<file path="config.mk">
export PLATFORM = sky130hd
export DESIGN_NAME = poets_stream_pkt_buffer_flat
export DESIGN_NICKNAME = d
export VERILOG_FILES = /design/src/rtl/poets_stream_pkt_buffer_if.sv /design/src/rtl/poets_stream_pkt_buffer.sv /design/src/flat_wrapper.sv
export SDC_FILE = /design/constraint.sdc
export NUM_CORES = 2
export LEC_CHECK = 0
export ABC_AREA = 1
export CAP_MARGIN = 25
export CORE_MARGIN = 2
export CORE_UTILIZATION = 43
export DETAILED_ROUTE_END_ITERATION = 6
export GPL_TIMING_DRIVEN = 0
export HOLD_SLACK_MARGIN = 0.08
export PLACE_DENSITY_LB_ADDON = 0.08
export SYNTH_ARGS = -nofsm -noshare
export SYNTH_HDL_FRONTEND = slang
export SYNTH_SLANG_ARGS = --single-unit
</file>
<file path="constraint.sdc">
create_clock -name clk_clk -period 7.7 [get_ports clk_clk]
set_input_delay 1.925 -clock clk_clk [delete_from_list [all_inputs] [get_ports clk_clk]]
set_output_delay 1.925 -clock clk_clk [all_outputs]
set_load 0.02 [all_outputs]
</file>
<file path="src/rtl/poets_stream_pkt_buffer_if.sv">
// Avalon-ST beat bundle shared by the packet buffer sink and source sides.
// The producer of a stream uses the master modport and the consumer uses the slave modport.
`timescale 1ns/1ps
interface poets_stream_pkt_buffer_if #(
  parameter int unsigned DATA_W  = 32,
  parameter int unsigned EMPTY_W = 2
);
  logic               valid;
  logic [DATA_W-1:0]  data;
  logic               sop;
  logic               eop;
  logic [EMPTY_W-1:0] empty;
  logic               ready;

  modport master (output valid, data, sop, eop, empty, input ready);
  modport slave  (input valid, data, sop, eop, empty, output ready);
endinterface

</file>
<file path="src/rtl/poets_stream_pkt_buffer.sv">
// Store-and-forward Avalon-ST packet buffer: only complete, well-formed packets reach the source.
// Oversized, truncated and orphan traffic is discarded and counted in drop_count.
`timescale 1ns/1ps
module poets_stream_pkt_buffer #(
  parameter int unsigned DATA_W   = 32,
  parameter int unsigned EMPTY_W  = 2,
  parameter int unsigned DEPTH    = 64,
  parameter int unsigned MAX_PKTS = 8,
  localparam int unsigned AW      = $clog2(DEPTH),
  localparam int unsigned PCW     = $clog2(MAX_PKTS) + 1,
  localparam int unsigned WW      = 1 + EMPTY_W + DATA_W
) (
  input  logic                      clk_clk,
  input  logic                      reset_reset_n,
  poets_stream_pkt_buffer_if.slave  snk,
  poets_stream_pkt_buffer_if.master src,
  output logic [PCW-1:0]            pkt_count,
  output logic [15:0]               drop_count
);

  typedef enum logic [1:0] {StIdle, StFill, StDrop} st_e;

  st_e            st_q, st_d;
  logic [AW:0]    wr_q, wr_d, cm_q, cm_d, rd_q, rd_d;
  logic [AW:0]    base, used, free;
  logic [PCW-1:0] pc_q, pc_d;
  logic [15:0]    drop_q;
  logic           first_q, first_d;
  logic           snk_fire, oversize, we, commit, drop_evt;
  logic           pop, pop_eop;
  logic [WW-1:0]  mem [DEPTH];
  logic [WW-1:0]  rd_word;

  // Pointers carry one extra bit so a completely full buffer is distinguishable from empty.
  assign used     = wr_q - rd_q;
  assign free     = (AW + 1)'(DEPTH) - used;
  assign oversize = (free == '0) && (pc_q == '0);
  assign snk.ready = (st_q == StDrop) ||
                     ((pc_q < PCW'(MAX_PKTS)) && ((free != '0) || (pc_q == '0)));
  assign snk_fire = snk.valid & snk.ready;

  always_comb begin
    st_d     = st_q;
    wr_d     = wr_q;
    cm_d     = cm_q;
    base     = wr_q;
    we       = 1'b0;
    commit   = 1'b0;
    drop_evt = 1'b0;
    if (snk_fire) begin
      if ((st_q != StDrop) && oversize) begin
        wr_d     = cm_q;
        drop_evt = 1'b1;
        st_d     = snk.eop ? StIdle : StDrop;
      end else begin
        case (st_q)
          StIdle, StFill: begin
            if ((st_q == StIdle) && !snk.sop) begin
              drop_evt = 1'b1;
            end else begin
              // A sop while filling abandons the partial packet and restarts at the commit point.
              if ((st_q == StFill) && snk.sop) begin
                base     = cm_q;
                drop_evt = 1'b1;
              end
              we   = 1'b1;
              wr_d = base + 1'b1;
              if (snk.eop) begin
                commit = 1'b1;
                cm_d   = base + 1'b1;
                st_d   = StIdle;
              end else begin
                st_d   = StFill;
              end
            end
          end
          StDrop:  if (snk.eop) st_d = StIdle;
          default: st_d = StIdle;
        endcase
      end
    end
  end

  always_ff @(posedge clk_clk) begin
    if (we) mem[base[AW-1:0]] <= {snk.eop, snk.empty, snk.data};
  end

  assign rd_word = mem[rd_q[AW-1:0]];
  assign pop     = src.valid & src.ready;
  assign pop_eop = pop & rd_word[WW-1];
  assign rd_d    = pop ? rd_q + 1'b1 : rd_q;
  assign first_d = pop ? rd_word[WW-1] : first_q;

  always_comb begin
    pc_d = pc_q;
    if (commit && !pop_eop) pc_d = pc_q + 1'b1;
    else if (!commit && pop_eop) pc_d = pc_q - 1'b1;
  end

  always_ff @(posedge clk_clk or negedge reset_reset_n) begin
    if (!reset_reset_n) begin
      st_q    <= StIdle;
      wr_q    <= '0;
      cm_q    <= '0;
      rd_q    <= '0;
      pc_q    <= '0;
      drop_q  <= '0;
      first_q <= 1'b1;
    end else begin
      st_q    <= st_d;
      wr_q    <= wr_d;
      cm_q    <= cm_d;
      rd_q    <= rd_d;
      pc_q    <= pc_d;
      first_q <= first_d;
      if (drop_evt && (drop_q != 16'hFFFF)) drop_q <= drop_q + 16'd1;
    end
  end

  // Source fields are forced to zero when idle so reset shows no stale memory contents.
  assign src.valid  = (pc_q != '0);
  assign src.data   = src.valid ? rd_word[DATA_W-1:0] : '0;
  assign src.eop    = src.valid & rd_word[WW-1];
  assign src.empty  = src.eop ? rd_word[WW-2 -: EMPTY_W] : '0;
  assign src.sop    = src.valid & first_q;
  assign pkt_count  = pc_q;
  assign drop_count = drop_q;

endmodule
</file>
<file path="src/flat_wrapper.sv">
// flat-port wrapper written by rule: the top's interface ports become plain ports
module poets_stream_pkt_buffer_flat 
#(
  parameter int unsigned DATA_W   = 32,
  parameter int unsigned EMPTY_W  = 2,
  parameter int unsigned DEPTH    = 64,
  parameter int unsigned MAX_PKTS = 8,
  localparam int unsigned AW      = $clog2(DEPTH),
  localparam int unsigned PCW     = $clog2(MAX_PKTS) + 1,
  localparam int unsigned WW      = 1 + EMPTY_W + DATA_W
)
  (clk_clk, reset_reset_n, pkt_count, drop_count, snk_valid, snk_data, snk_sop, snk_eop, snk_empty, snk_ready, src_valid, src_data, src_sop, src_eop, src_empty, src_ready);
  poets_stream_pkt_buffer_if #(.DATA_W(DATA_W), .EMPTY_W(EMPTY_W)) snk_i ();
  poets_stream_pkt_buffer_if #(.DATA_W(DATA_W), .EMPTY_W(EMPTY_W)) src_i ();
  input  logic clk_clk;
  input  logic reset_reset_n;
  output logic [PCW-1:0] pkt_count;
  output logic [15:0] drop_count;
  input wire logic [$bits(snk_i.valid)-1:0] snk_valid;
  input wire logic [$bits(snk_i.data)-1:0] snk_data;
  input wire logic [$bits(snk_i.sop)-1:0] snk_sop;
  input wire logic [$bits(snk_i.eop)-1:0] snk_eop;
  input wire logic [$bits(snk_i.empty)-1:0] snk_empty;
  output wire logic [$bits(snk_i.ready)-1:0] snk_ready;
  output wire logic [$bits(src_i.valid)-1:0] src_valid;
  output wire logic [$bits(src_i.data)-1:0] src_data;
  output wire logic [$bits(src_i.sop)-1:0] src_sop;
  output wire logic [$bits(src_i.eop)-1:0] src_eop;
  output wire logic [$bits(src_i.empty)-1:0] src_empty;
  input wire logic [$bits(src_i.ready)-1:0] src_ready;
  assign snk_i.valid = snk_valid;
  assign snk_i.data = snk_data;
  assign snk_i.sop = snk_sop;
  assign snk_i.eop = snk_eop;
  assign snk_i.empty = snk_empty;
  assign snk_ready = snk_i.ready;
  assign src_valid = src_i.valid;
  assign src_data = src_i.data;
  assign src_sop = src_i.sop;
  assign src_eop = src_i.eop;
  assign src_empty = src_i.empty;
  assign src_i.ready = src_ready;
  poets_stream_pkt_buffer #(.DATA_W(DATA_W), .EMPTY_W(EMPTY_W), .DEPTH(DEPTH), .MAX_PKTS(MAX_PKTS)) u_core (.clk_clk(clk_clk), .reset_reset_n(reset_reset_n), .snk(snk_i), .src(src_i), .pkt_count(pkt_count), .drop_count(drop_count));
endmodule
</file>
-- Word level (Yosys, flattened, before mapping)
Memories as Yosys holds them, arrays and structs flattened.
Cells that the tools add are included.
- flip-flop bits (word level): 44
- RAM bits: 2240
- bits of input ports: 40
- output and inout bits: 58
- memories kept: 1
- memories (memory ; depth ; bits a word ; read ports ; clocked after memory_dff ; write ports ; RTL line ; text):
    u_core.mem ; 64 ; 35 ; 1 ; 0 ; 1 ; poets_stream_pkt_buffer.sv:31 ; logic [WW-1:0] mem [DEPTH];
- $add $sub $neg: 7
- $lt $le $gt $ge: 1
- eq/ne operators: 7
- mux-type cells: 38
- bitwise operators: 7
- reductions and logical operators: 24
- operators by type and width (cell ; count):
    $mux 7 ; 8
    $mux 32 ; 1
    $mux 6 ; 4
    $mux 1 ; 17
    $add 16x1->16 const B ; 1
    $ne 16x16->1 const B ; 1
    $add 7x1->7 const B ; 2
    $mux 2 ; 5
    $logic_and 1x1->1 ; 8
    $mux 4 ; 2
    $logic_not 7->1 ; 1
    $reduce_bool 7->1 ; 1
    $sub 7x7->7 ; 1
    $sub 7x7->7 const A ; 1
    $reduce_and 3->1 ; 2
    $and 1x1->1 ; 5
    $reduce_and 5->1 ; 1
    $add 4x1->4 const B ; 1
    $logic_not 4->1 ; 1
    $lt 4x4->1 const B ; 1
    $pmux 2 s2 ; 1
    $reduce_bool 2->1 ; 2
    $reduce_bool 4->1 ; 1
    $sub 4x1->4 const B ; 1
    other kinds (11) ; 15

-- Depth between registers and ports, before layout
- depth in word-level cells: 12
- depth in mapped cells: 31

-- Worst setup path after synthesis
OpenSTA, ideal clock, no wires.
- kind: register -> register
- start: reg u_core.rd_q[0]
- end: mem u_core.mem[61][0] (netlist bit), enable pin
- setup time: 0.427 ns
- data arrival time: 4.880 ns
- required time: 7.273 ns
- path slack: 2.393 ns
- cell stages (with the launch flop): 24
- buffers on the path: 5
- cell sequence: dfrtp_1 buf_2 inv_2 buf_4 buf_6 buf_4 buf_2 ha_1 inv_1 ha_1 inv_1 fa_1 nand3_1 a21oi_1 nand3_1 nor2_4 nand2_2 nand2_4 nand2_4 nand3_2 nand2_1 o21ai_4 nand3_1 nor2_1
- word-level cells in the longest chain between the ends: 10
- RTL lines (item ; RTL line ; text):
    start: declaration ; poets_stream_pkt_buffer.sv:24 ; logic [AW:0] wr_q, wr_d, cm_q, cm_d, rd_q, rd_d;
    start signal: assignment ; poets_stream_pkt_buffer.sv:113 ; rd_q <= rd_d;
    $sub 7x7->7 * ; poets_stream_pkt_buffer.sv:35 ; assign used = wr_q - rd_q;
    $sub 7x7->7 * ; poets_stream_pkt_buffer.sv:36 ; assign free = (AW + 1)'(DEPTH) - used;
    $reduce_bool 7->1 * ; poets_stream_pkt_buffer.sv:39 ; ((pc_q < PCW'(MAX_PKTS)) && ((free != '0) || (pc_q == '0)));
    $logic_or 1x1->1 * ; poets_stream_pkt_buffer.sv:39 ;
    $logic_and 1x1->1 * ; poets_stream_pkt_buffer.sv:39 ;
    $logic_or 1x1->1 * ; poets_stream_pkt_buffer.sv:38 ; assign snk.ready = (st_q == StDrop) ||
    named net snk_ready ; flat_wrapper.sv:24 ; output wire logic [$bits(snk_i.ready)-1:0] snk_ready;
    $and 1x1->1 * ; poets_stream_pkt_buffer.sv:40 ; assign snk_fire = snk.valid & snk.ready;
    $mux 1 ; poets_stream_pkt_buffer.sv:50 ; if (snk_fire) begin
    $mux 1 ; poets_stream_pkt_buffer.sv:85 ; if (we) mem[base[AW-1:0]] <= {snk.eop, snk.empty, snk.data};
    $mux 1 (not written as such) ; poets_stream_pkt_buffer.sv:85 ;
    end: declaration ; poets_stream_pkt_buffer.sv:31 ;
Mark *: on every way through the listed nets, which the timed path passes. The rest lies on a longest branch.

-- Worst setup path after layout
- start: reg u_core.rd_q[0]
- end: out src_data[31]
- word-level cells in the longest chain between the ends: 2
- RTL lines (item ; RTL line ; text):
    $mem_v2 64x35 ; n/a ;
    $mux 32 ; poets_stream_pkt_buffer.sv:122 ; assign src.data = src.valid ? rd_word[DATA_W-1:0] : '0;
    end: declaration ; flat_wrapper.sv:26 ; output wire logic [$bits(src_i.data)-1:0] src_data;
Every way passes these cells.

==> flow_metrics.py <==
metrics = {
    "grt": {
        "grt_pass1_vias": 60200,
        "antenna_found_initial": 39,
        "track_usage_pct": 36.9,
        "grt_overflow": 0,
        "grt_max_degree": 65,
        "grt_pass1_wl_um": 527000,
    },
    "power": {
        "vdd_drop_max_mv": 0.410,
        "pwr_density_cell_mw_per_mm2": 415,
        "p_total_mw": 44.0,
        "p_leak_nw": 33.8,
    },
    "placement": {
        "post-dp-hpwl_um": 277000,
        "portBuffers": 97,
        "gp_congestion": 0.985,
        "postPlaceCellArea_sq_mm": 0.0986,
        "place_inst": 9788,
    },
    "sta": {
        "finClkSkew_ns": 0.0352,
        "slew-limit-headroom_pct": 16.7,
        "fmax_ghz": 0.126,
        "drv_slew": 0,
        "finalSetupViolations": 10,
        "worst_pin_slew_ns": 1.24,
        "hold_violations": 0,
        "hold_ws_ns": 0.505,
        "period_share_pct": 103,
        "rsz0062_at_grt": "false",
        "fin_ws_ns": -0.225,
        "finalCriticalPeriod_ns": 7.93,
    },
    "yosys": {
        "syn_area_sq_mm": 0.0901,
        "syn_area_per_cell_sq_um": 13.4,
        "yosys_warnings": 0,
        "synth_area_leaders": "edfxtp_1, o21ai_0, nor2_1",
        "synth_top_area_share_pct": 74.7,
        "synth_top_cell_by_area": "edfxtp_1",
        "synth_nets": 6776,
        "synth-seq-cells": 2284,
        "yosysUniqueCellTypes": 51,
        "ys_seq_area_share_pct": 75.9,
        "async_flop_share_pct": 1.93,
        "netlist_instances": 6717,
        "synth_edf_count": 2240,
        "synthFlopType": "edfxtp_1",
    },
    "cells_and_area": {
        "multi_input_area_sq_mm": 0.0200,
        "fin_cells": 10200,
        "nets": 7304,
        "drive_gt1_share_pct": 10.5,
        "regArea_sq_mm": 0.0684,
        "final_design_area_no_fill_sq_mm": 0.106,
        "syn_to_final_growth_pct": 17.8,
        "utilization_pct": 51.1,
        "fillCellCount": 17800,
    },
    "setup_path": {
        "critPathTopFamily": "buffers and inverters",
        "worstPathRequired_ns": 5.78,
        "cp-start-kind": "register",
        "crit_path_end_kind": "output pin",
        "path_cells": "buf_2 > inv_2 > buf_4 > buf_2 > clkbuf_1 > o21ai_0 > o221ai_1 > nand3_1 > nand3_1 > nand3_1 > a21oi_1 > clkdlybuf4s50_1",
        "crit_buf_inv": 6,
        "cp_slowest_cell": "clkdlybuf4s50_1",
        "arrival_ns": 6.00,
        "cp_max_fo": 10,
        "max_stage_delay_ns": 0.72,
        "cp_common_cell": "nand3_1",
        "worstSetupPathType": "register to output pin",
    },
    "clocking": {
        "clkSinkCount": 2284,
        "htree_levels": 4,
        "cts_tree": "yes",
        "clk_path_buf_depth": 3,
        "clk_pin_slew_worst_paths_ns": 0.07,
        "cts-buffers-inserted": 232,
        "cts-root-buf": "clkbuf_16",
        "clock_latency_ns": 0.90,
    },
    "routing": {
        "final_antenna_net_count": 0,
        "avgViaCountPerCell": 6.45,
        "first_pass_iters": 6,
        "drtIter0Drc": 12000,
        "drc": 0,
        "wire_per_inst_um": 38.9,
        "wl_um": 399000,
        "num_vias": 66000,
    },
    "floorplan": {
        "start_util_pct": 43.4,
        "ios": 98,
        "fp.dieW_um": 462,
        "dieArea_sq_mm": 0.213,
        "rows": 167,
        "die_height_um": 462,
        "core_area_sq_mm": 0.208,
    },
    "status": {
        "status": "finished with violations",
        "violations": "negative setup slack",
    },
    "min_path": {
        "hold_path_class": "register to register",
    },
    "flow_run": {
        "cap_violations": 0,
    },
}
## cell families after synthesis
group,synth area share [%]
DFF,75.9
adders and majority gates,0.281
and+or+nand+nor,8.90
xor gates and xnor gates,0.272
buffers and inverters,2.47
AOI/OAI and AO/OA,12.2
## metal layers
metal | GRT usage, % | share of wire [%] | vias up
li1 | - | - | 26400
met1 | 49.2 | 37 | 33400
met2 | 52.8 | 42 | 5159
met3 | 13.3 | 14 | 1006
met4 | 19.3 | 6.1 | 10
met5 | 0 | 0.056 | -
## tightest hold or removal path, cell delays in order (launching register included)
cell and delay [ns]:
dfstp_2 0.36, inv_1 0.05, o21ai_0 0.08
## layout make-up
type / instances / share of cell area (%)
Antenna cell: 17 / 0.0401
Buffer: 472 / 1.87
Clock buffer: 311 / 5.93
Clock inverter: 116 / 0.917
Inverter: 68 / 0.240
Multi-Input combinational cell: 3890 / 18.8
Sequential cell: 2284 / 64.4
Tap cell: 2788 / 3.29
Timing Repair Buffer: 297 / 4.48
## cells in the final DEF, fill, tap and decap left out, types with 9 or more instances in the layout
master,n
buf_8,35
o211ai_1,73
o22ai_1,334
nand4_1,28
bufinv_16,16
buf_2,113
o21ai_1,15
dfrtp_1,43
clkbuf_1,385
buf_1,26
xnor2_1,9
nor2_1,1094
diode_2,17
buf_16,32
o221ai_1,200
edfxtp_1,2240
clkbuf_16,240
nor2_4,66
buf_12,118
o21ai_0,1071
clkinv_1,59
clkbuf_2,13
ha_1,17
a31oi_1,16
clkinv_2,38
a21oi_1,145
nand3_1,264
xor2_1,19
inv_1,56
clkdlybuf4s50_1,61
nand2_1,452
a22oi_1,13
buf_4,44
## sequential cells by signal, summed over array words and instances (netlist names)
name / flops
u_core.wr_q: 7
u_core.drop_count: 16
u_core.pkt_count: 4
u_core.st_q: 2
u_core.first_q: 1
u_core.rd_q: 7
u_core.cm_q: 7
u_core.mem: 2240
## worst paths after layout
path,start,endpoint,cells after the start,slack [ns]
worst max-delay path,u_core.rd_q[0],src_data[31],12,-0.23
worst min-delay path,u_core.first_q,u_core.first_q,2,0.51
worst max register to register,u_core.rd_q[0],u_core.mem[11][19],24,1.22
worst min register to register,u_core.first_q,u_core.first_q,2,0.51
max in group asynchronous,reset_reset_n,u_core.drop_count[3],2,6.06
min in group asynchronous,reset_reset_n,u_core.pkt_count[1],1,1.06
## power by group
part	internal (mW)	switching, mW	leakage, nW
combinational	4.36	14.4	9.53
clock	6.22	4.88	3.55
sequential	14.0	0.141	20.7
## what timing repair did
| item | 4_1_cts | 5_1_grt |
|---|---|---|
| setup endpoints to repair | 5 | 8 |
| setup buffers | 0 | 0 |
| hold buffers | 0 | 0 |
| resized for setup | 4 | 19 |
## per-stage QoR
stage | worst slack (ns) | TNS (ns)
CTS | 0.0244 | 0
global placement | -2.52 | -3837.74
global route | 0.0100 | 0
floorplan | 2.39 | 0
detailed placement | 0.853 | 0
finish | -0.225 | -0.971
## cell usage after synthesis (4+ instances only)
library cell  number
a21oi_1          146
a22oi_1           13
a31oi_1           16
a32o_1             6
buf_1             26
buf_2            101
buf_4             13
clkbuf_1         334
clkinv_1           4
dfrtp_1           43
edfxtp_1        2240
ha_1              17
inv_1             56
inv_2              8
nand2_1          452
nand2_2            8
nand2_4            4
nand3_1          265
nand3_2            6
nand3_4            6
nand4_1           28
nor2_1          1159
nor2_2             5
nor3_1             8
o211ai_1          73
o21a_1             5
o21ai_0         1071
o21ai_1           15
o221ai_1         200
o22ai_1          334
xnor2_1            9
xor2_1            19
No activity file was read; power rests on OpenSTA's default activity.
